==> config.mk <==
export PLATFORM = sky130hd
export DESIGN_NAME = compress_line_ctrl
export DESIGN_NICKNAME = d
export VERILOG_FILES = /design/src/rtl/compress_pkg.sv /design/src/rtl/compress_line_ctrl_valid_delay.sv /design/src/rtl/compress_line_ctrl.sv
export SDC_FILE = /design/constraint.sdc
export NUM_CORES = 1
export LEC_CHECK = 0
export CAP_MARGIN = 20
export CORE_MARGIN = 3
export CORE_UTILIZATION = 41
export DETAILED_ROUTE_END_ITERATION = 8
export PLACE_DENSITY = 0.81
export SYNTH_ARGS = -nofsm -noshare
export SYNTH_HDL_FRONTEND = slang
export SYNTH_SLANG_ARGS = --single-unit
==> constraint.sdc <==
create_clock -name i_clk -period 1.6 [get_ports i_clk]
set_clock_uncertainty 0.15 [all_clocks]
set_input_delay 0.32 -clock i_clk [delete_from_list [all_inputs] [get_ports i_clk]]
set_output_delay 0.32 -clock i_clk [all_outputs]
set_load 0.02 [all_outputs]
==> src/rtl/compress_pkg.sv <==
// Shared types and default sizes for the compression front-end sequencer.
// Imported by the line controller and its test bench.
package compress_pkg;

    localparam int WIDTH_DEF      = 64;
    localparam int CACHE_LINE_DEF = 128;
    localparam int LATENCY_DEF    = 2;
    localparam int LEN_W_DEF      = 7;

    typedef enum logic [2:0] {
        IDLE,
        FEED0,
        FEED1,
        DRAIN,
        RESULT
    } state_e;

    typedef logic [LEN_W_DEF:0] len_t;

endpackage

==> src/rtl/compress_line_ctrl_valid_delay.sv <==
// Fixed-depth 1-bit delay line, cleared asynchronously.
// Tracks word valids through the front-end pipeline.
module valid_delay #(
    parameter int DEPTH = 2
) (
    input  logic i_clk,
    input  logic i_rst_n,
    input  logic i_valid,
    output logic o_valid
);

    logic [DEPTH-1:0] sr_q;

    always_ff @(posedge i_clk or negedge i_rst_n) begin
        if (!i_rst_n) begin
            sr_q <= '0;
        end else begin
            sr_q[0] <= i_valid;
            for (int k = 1; k < DEPTH; k++) begin
                sr_q[k] <= sr_q[k-1];
            end
        end
    end

    assign o_valid = sr_q[DEPTH-1];

endmodule

==> src/rtl/compress_line_ctrl.sv <==
// Line sequencer: splits a cache line into two words for the front end,
// sums the returned per-word lengths and reports the line result.
module compress_line_ctrl
    import compress_pkg::*;
#(
    parameter int WIDTH      = WIDTH_DEF,
    parameter int CACHE_LINE = CACHE_LINE_DEF,
    parameter int LATENCY    = LATENCY_DEF,
    parameter int LEN_W      = LEN_W_DEF
) (
    input  logic                  i_clk,
    input  logic                  i_reset,
    input  logic                  i_line_valid,
    output logic                  o_line_ready,
    input  logic [CACHE_LINE-1:0] i_line,
    output logic                  o_dict_clear,
    output logic [WIDTH-1:0]      o_word,
    output logic                  o_word_valid,
    input  logic [LEN_W-1:0]      i_total_length,
    output logic                  o_res_valid,
    input  logic                  i_res_ready,
    output logic [LEN_W:0]        o_comp_length,
    output logic                  o_uncompressible,
    output logic                  o_busy
);

    localparam logic [LEN_W:0] LIMIT = (LEN_W+1)'(CACHE_LINE);

    state_e                state_q;
    logic [CACHE_LINE-1:0] line_q;
    logic [LEN_W:0]        acc_q;
    logic [1:0]            cnt_q;
    logic [1:0]            cnt_d;
    logic                  tap;

    valid_delay #(
        .DEPTH(LATENCY)
    ) u_vdly (
        .i_clk  (i_clk),
        .i_rst_n(i_reset),
        .i_valid(o_word_valid),
        .o_valid(tap)
    );

    assign cnt_d = cnt_q + {1'b0, tap};

    always_ff @(posedge i_clk or negedge i_reset) begin
        if (!i_reset) begin
            state_q <= IDLE;
            line_q  <= '0;
            acc_q   <= '0;
            cnt_q   <= '0;
        end else begin
            if (tap) begin
                acc_q <= acc_q + {1'b0, i_total_length};
                cnt_q <= cnt_d;
            end
            unique case (state_q)
                IDLE: begin
                    if (i_line_valid) begin
                        line_q  <= i_line;
                        acc_q   <= '0;
                        cnt_q   <= '0;
                        state_q <= FEED0;
                    end
                end
                FEED0:  state_q <= FEED1;
                FEED1:  state_q <= DRAIN;
                // leave as the second length is being summed
                DRAIN: begin
                    if (cnt_d == 2'd2) state_q <= RESULT;
                end
                RESULT: begin
                    if (i_res_ready) state_q <= IDLE;
                end
                default: state_q <= IDLE;
            endcase
        end
    end

    always_comb begin
        o_word       = '0;
        o_word_valid = 1'b0;
        unique case (state_q)
            FEED0: begin
                o_word       = line_q[WIDTH-1:0];
                o_word_valid = 1'b1;
            end
            FEED1: begin
                o_word       = line_q[2*WIDTH-1:WIDTH];
                o_word_valid = 1'b1;
            end
            default: ;
        endcase
    end

    assign o_line_ready     = (state_q == IDLE);
    assign o_dict_clear     = (state_q == IDLE) && i_line_valid;
    assign o_res_valid      = (state_q == RESULT);
    assign o_busy           = (state_q != IDLE);
    assign o_comp_length    = acc_q;
    assign o_uncompressible = (acc_q > LIMIT);

endmodule

* Word-level counts from Yosys, hierarchy flattened
Index checks and enable logic that the tools add are counted.
Word-level totals: flip-flop bits (word level) 143, bits of input ports 139, word-level logic and storage cells 34
Cells by class: add/subtract/negate cells 2, $lt $le $gt $ge 1, eq/ne operators 8, multiplexer cells 12, reduce and logical (&&, ||, !) cells 6
Operators by type and width (count):
- 64-bit one-hot mux with 2 select lines | 1
- 8-bit two-way mux | 3
- 3-bit one-hot mux with 5 select lines | 1
- 3-bit two-way mux | 3
- 8-bit by 7-bit adder with 8-bit output | 1
- 8-bit > comparator, second input constant | 1
- 3-bit by 2-bit equality test with 1-bit output, second input constant | 2
- 2-bit two-way mux | 3
- 2-bit != test, second input constant | 2
- 3-bit by 1-bit equality test with 1-bit output, second input constant | 1
- 3-bit equality test, second input constant | 1
- 3-bit logical NOT | 1
- 3-bit AND reduction | 1
- 3-bit nonzero test | 1
- 2-bit by 1-bit adder with 2-bit output | 1
- 2-bit equality test, second input constant | 1
- 2-bit by 1-bit != test with 1-bit output, second input constant | 1
- 2-bit AND reduction | 1
- 2-bit OR reduction | 1
- 1-bit logical AND | 1
- 1-bit two-way mux | 1

* Depth between registers and ports, before layout
depth in word-level cells 4, gate-level depth with buffers 8, gate-level depth less buffers 7

* By module
A second synthesis with hierarchy kept.
Unflattened totals: cells, all modules 717, area total of the unflattened synthesis 6448.7 um^2
Modules (own cells, without submodules):
- compress_line_ctrl | times used 1, cells each 715, area an instance 6398.6 um^2, sequential area each 3528.4 um^2
- valid_delay | times used 1, cells each 2, area an instance 50.0 um^2, sequential area each 50.0 um^2

* Least setup slack after synthesis
OpenSTA, ideal clock, no wires.
path type register to output, from reg state_q[1], to out o_dict_clear, arrival time 1.452 ns, slack -0.322 ns, stages on the path, launching flop included 7, path through dfrtp_1 > or3_4 > inv_2 > nand2_4 > clkinv_1 > buf_6 > buf_6
On the way: longest elaborated chain between the ends 2
Ends and longest elaborated chain:
- from (decl) | line compress_line_ctrl.sv:29 | state_e state_q;
- from (signal assigned) | line compress_line_ctrl.sv:49 | state_q <= IDLE;
- from (signal assigned) | line compress_line_ctrl.sv:64 | state_q <= FEED0;
- from (signal assigned) | line compress_line_ctrl.sv:67 | FEED0: state_q <= FEED1;
- 3-bit logical NOT
- named net o_line_ready | line compress_line_ctrl.sv:14 | output logic o_line_ready,
- 1-bit logical AND | line compress_line_ctrl.sv:98 | assign o_dict_clear = (state_q == IDLE) && i_line_valid;
- to (decl) | line compress_line_ctrl.sv:16 | output logic o_dict_clear,
The timed path passes the listed nets, and every way through them passes these cells.

* Worst setup path after layout
from reg state_q[2], to out o_word[62]
On the way: longest elaborated chain between the ends 2, elaborated cells between the ends (all ways) 3, classes of those cells 2 x eq/ne; 1 x mux
Ends and longest elaborated chain:
- 3-bit by 2-bit equality test with 1-bit output or 3-bit by 1-bit equality test with 1-bit output (tied branches) | line compress_line_ctrl.sv:84 | unique case (state_q)
- 64-bit one-hot mux with 2 select lines (*) | line compress_line_ctrl.sv:84
- to (decl) | line compress_line_ctrl.sv:17 | output logic [WIDTH-1:0] o_word,
Every way passes the cells marked *; elsewhere a longest branch is shown, timed or not.

==> run_results.csv <==
group,metric,value,unit
outcome,status,"finished with violations",
outcome,failed_checks,"negative setup slack",
logic_synthesis,synth_commonest_cells,"391 x nand2_1, 143 x dfrtp_1, 64 x a22o_1",
final_layout,syn_to_final_growth,110,%
timing,maxSlewHeadroom,0.704,
worst_setup_path,regToRegEndpoint,"line_q[39]$_DFFE_PN0P_",
flow_run,maxCapViolCount,0,
power_and_ir_drop,combPwrFrac,0.120,
clock_tree,numCtsBuffers,17,
worst_setup_path,slowest_delay,460,ps
timing,layout_setup_ws,-795,ps
logic_synthesis,synth_area_per_cell,8.95,sq um
worst_setup_path,reg2regPathDepth,13,
worst_setup_path,crit_start,"state_q[2]$_DFFE_PN0P_",
logic_synthesis,synth_seq_cells,143,
route,routed_wl,32900,microns
logic_synthesis,synth_cells,719,
logic_synthesis,synth_fp_nets,867,
timing,setup_viol_count_final,210,
clock_tree,cts.sinks,143,
worst_setup_path,crit_type,"reg -> out",
worst_setup_path,endpoint,"o_word[62]",
worst_setup_path,r2r-start,"state_q[0]$_DFFE_PN0P_",
route,route.detailed.drc,0,
worst_setup_path,path_depth,7,
worst_setup_path,setup.worst_path.start_class,"flip-flop",
route,wl_per_cell,25.8,microns
global_route,gr-total-overflow,0,
timing,period_share,1.50,
power_and_ir_drop,powerDensity,683,mW/mm^2
route,avgViaCountPerCell,5.71,
worst_setup_path,crit_chain,"nor2b_4 > nor2b_4 > buf_6 > buf_6 > buf_16 > a22o_4 > buf_6",
global_route,grt_pass1_vias,7143,
logic_synthesis,yosysSeqAreaShare,0.556,
global_route,grt_max_degree,48,
timing,max_freq,417,MHz
timing,grt_setup_unrepaired,"true",
clock_tree,cts_buffer_depth,2,
timing,drv_slew,0,
floorplan,rows,45,
timing,hold_violations,0,
worst_setup_path,crit_family,"buffers and inverters",
power_and_ir_drop,p_int,6.96,mW
worst_setup_path,critPathCaptureType,"output port",
logic_synthesis,synthArstFlopShare,1.00,
floorplan,dieArea,0.0172,sq mm
worst_setup_path,slowest_stage,"dfrtp_2",
logic_synthesis,syn_area,0.00643,sq mm
logic_synthesis,synth_edf_count,0,
floorplan,die_w,131,microns
placement,gp_congestion,0.854,
final_layout,fin_nets,1197,
floorplan,coreArea,0.0153,sq mm
placement,pre_cts_slack,-776,ps
logic_synthesis,yosysWarnings,0,
final_layout,finalNonFillerCells,1275,
route,drt-initial-drc-count,462,
floorplan,io_pins,217,
logic_synthesis,synth_area_leader_cell,"dfrtp_1",
worst_setup_path,required,1130,ps
power_and_ir_drop,p_clk_frac,0.480,
clock_tree,root_buffer,"clkbuf_16",
timing,holdWs,218,ps
placement,port_buffers,216,
power_and_ir_drop,p_seq_frac,0.400,
worst_setup_path,crit_top_cell,"buf_6",
power_and_ir_drop,ir_drop,0.774,mV
logic_synthesis,synth_top_flop_cell,"dfrtp_1",
worst_setup_path,crit_buf_inv,4,
worst_setup_path,critical_path_arrival,1930,ps
clock_tree,tritoncts,"built",
logic_synthesis,synth.most_common_cell,"nand2_1",
final_layout,drive_gt1_frac,0.566,
power_and_ir_drop,p_sw,2.26,mW
global_route,track_usage,0.306,
logic_synthesis,post_synth_num_cell_types,40,
clock_tree,clk_pin_slew_worst_paths,70,ps
timing,worstMarginPinSlew,442,ps
route,vias,7285,
clock_tree,htreeDepth,4,
floorplan,fp.dieH,131,microns
global_route,grt_pass1_wl,41200,microns
route,dr.pass1.iters,5,
logic_synthesis,synth.area.top_cells,"dfrtp_1 56%, nand2_1 23%, a22o_1 8.7%",
timing,setup_tns,-124470,ps
timing,post-route-min-period,2400,ps
global_route,antenna_found_initial,2,
floorplan,start_util,0.422,
route,postRouteAntennaNets,0,
worst_setup_path,cp_max_fo,6,
power_and_ir_drop,netSwitchingFraction,0.245,
worst_setup_path,ff2ff_setup_slack,-630,ps
logic_synthesis,synth_top_cell_area_share,0.556,
placement,numPlacedInstances,1151,
power_and_ir_drop,p_leak,7.00,nW
clock_tree,clock_latency,430,ps
min_path,hold_class,"in -> async",
placement,hpwl,13800,microns
## cells by family (layout without fill, tap and decap cells)
group / Yosys count / after routing / share of synthesized area
other: 0 / 2 / 0
buffers and inverters: 51 / 394 / 0.0473
AO/OA/AOI/OAI: 84 / 84 / 0.107
multiplexers: 4 / 4 / 0.00622
adder cells (fa/ha/maj): 9 / 9 / 0.0187
AND/OR/NAND/NOR: 425 / 425 / 0.260
flip-flops: 143 / 143 / 0.556
XOR/XNOR: 3 / 3 / 0.00408
## through the flow
stage	instance area, sq um	utilization	power (mW)
after global placement	9800	0.642	4.68
after CTS	12100	0.792	9.01
final	13500	0.884	9.22
after floorplan	7170	-	4.04
after global routing	13500	0.884	9.46
after detailed placement	9800	0.642	4.70
## cells in the final DEF, fill, tap and decap left out, drive strengths merged, types with 5 or more instances in the layout
| cell | Yosys | routed |
|---|---|---|
| nand2 | 392 | 392 |
| ha | 8 | 8 |
| clkdlybuf4s50 | 0 | 137 |
| inv | 5 | 11 |
| dfrtp | 143 | 143 |
| buf | 36 | 205 |
| nor2 | 9 | 9 |
| clkbuf | 9 | 31 |
| a22o | 64 | 64 |
| a21oi | 5 | 5 |
| nor3b | 5 | 5 |
## power by group through the flow
stage	clock, mW	sequential [mW]	combinational (mW)
after floorplan	0	3.80	0.231
after global placement	0	3.74	0.942
after detailed placement	0	3.74	0.955
after CTS	4.36	3.68	0.965
after global routing	4.60	3.69	1.17
final	4.43	3.69	1.10
## sequential cells by signal (all words and copies together) (netlist names)
register / flops
line_q: 128
state_q: 3
u_vdly.sr_q: 2
o_comp_length: 8
cnt_q: 2
## worst min-delay path by stage
stage	startpoint	end	slack, ps	depth (start not counted)
global route	i_reset	line_q[47]$_DFFE_PN0P_	230	2
CTS	i_reset	line_q[117]$_DFFE_PN0P_	190	2
floorplan	i_reset	cnt_q[0]$_DFF_PN0_	-130	0
finish	i_reset	line_q[104]$_DFFE_PN0P_	220	2
global placement	i_reset	line_q[45]$_DFFE_PN0P_	70	1
detailed placement	i_reset	line_q[109]$_DFFE_PN0P_	70	1
## cell type report
class,instances,area [sq um]
Tap cell,211,264
Multi-Input combinational cell,525,4320
Antenna cell,2,5.00
Inverter,6,40.0
Clock inverter,14,203
Timing Repair Buffer,356,4640
Fill cell,620,1760
Sequential cell,143,3580
Clock buffer,18,439
## per-layer routing
layer / GRT usage / wire [microns]
met1: 0.381 / 11600
met2: 0.515 / 16300
met3: 0.0827 / 2940
met4: 0.112 / 2050
met5: 0 / 0
## what timing repair did
| item | in CTS | in global routing |
|---|---|---|
| gates cloned | 36 | 18 |
| resized for setup | 590 | 352 |
| setup endpoints to repair | 218 | 216 |
| hold buffers | 1 | 0 |
| hold endpoints to repair | 143 | 0 |
| setup buffers | 29 | 21 |
| pin swaps | 80 | 182 |
Note: power is estimated with default switching activity, not from simulation.
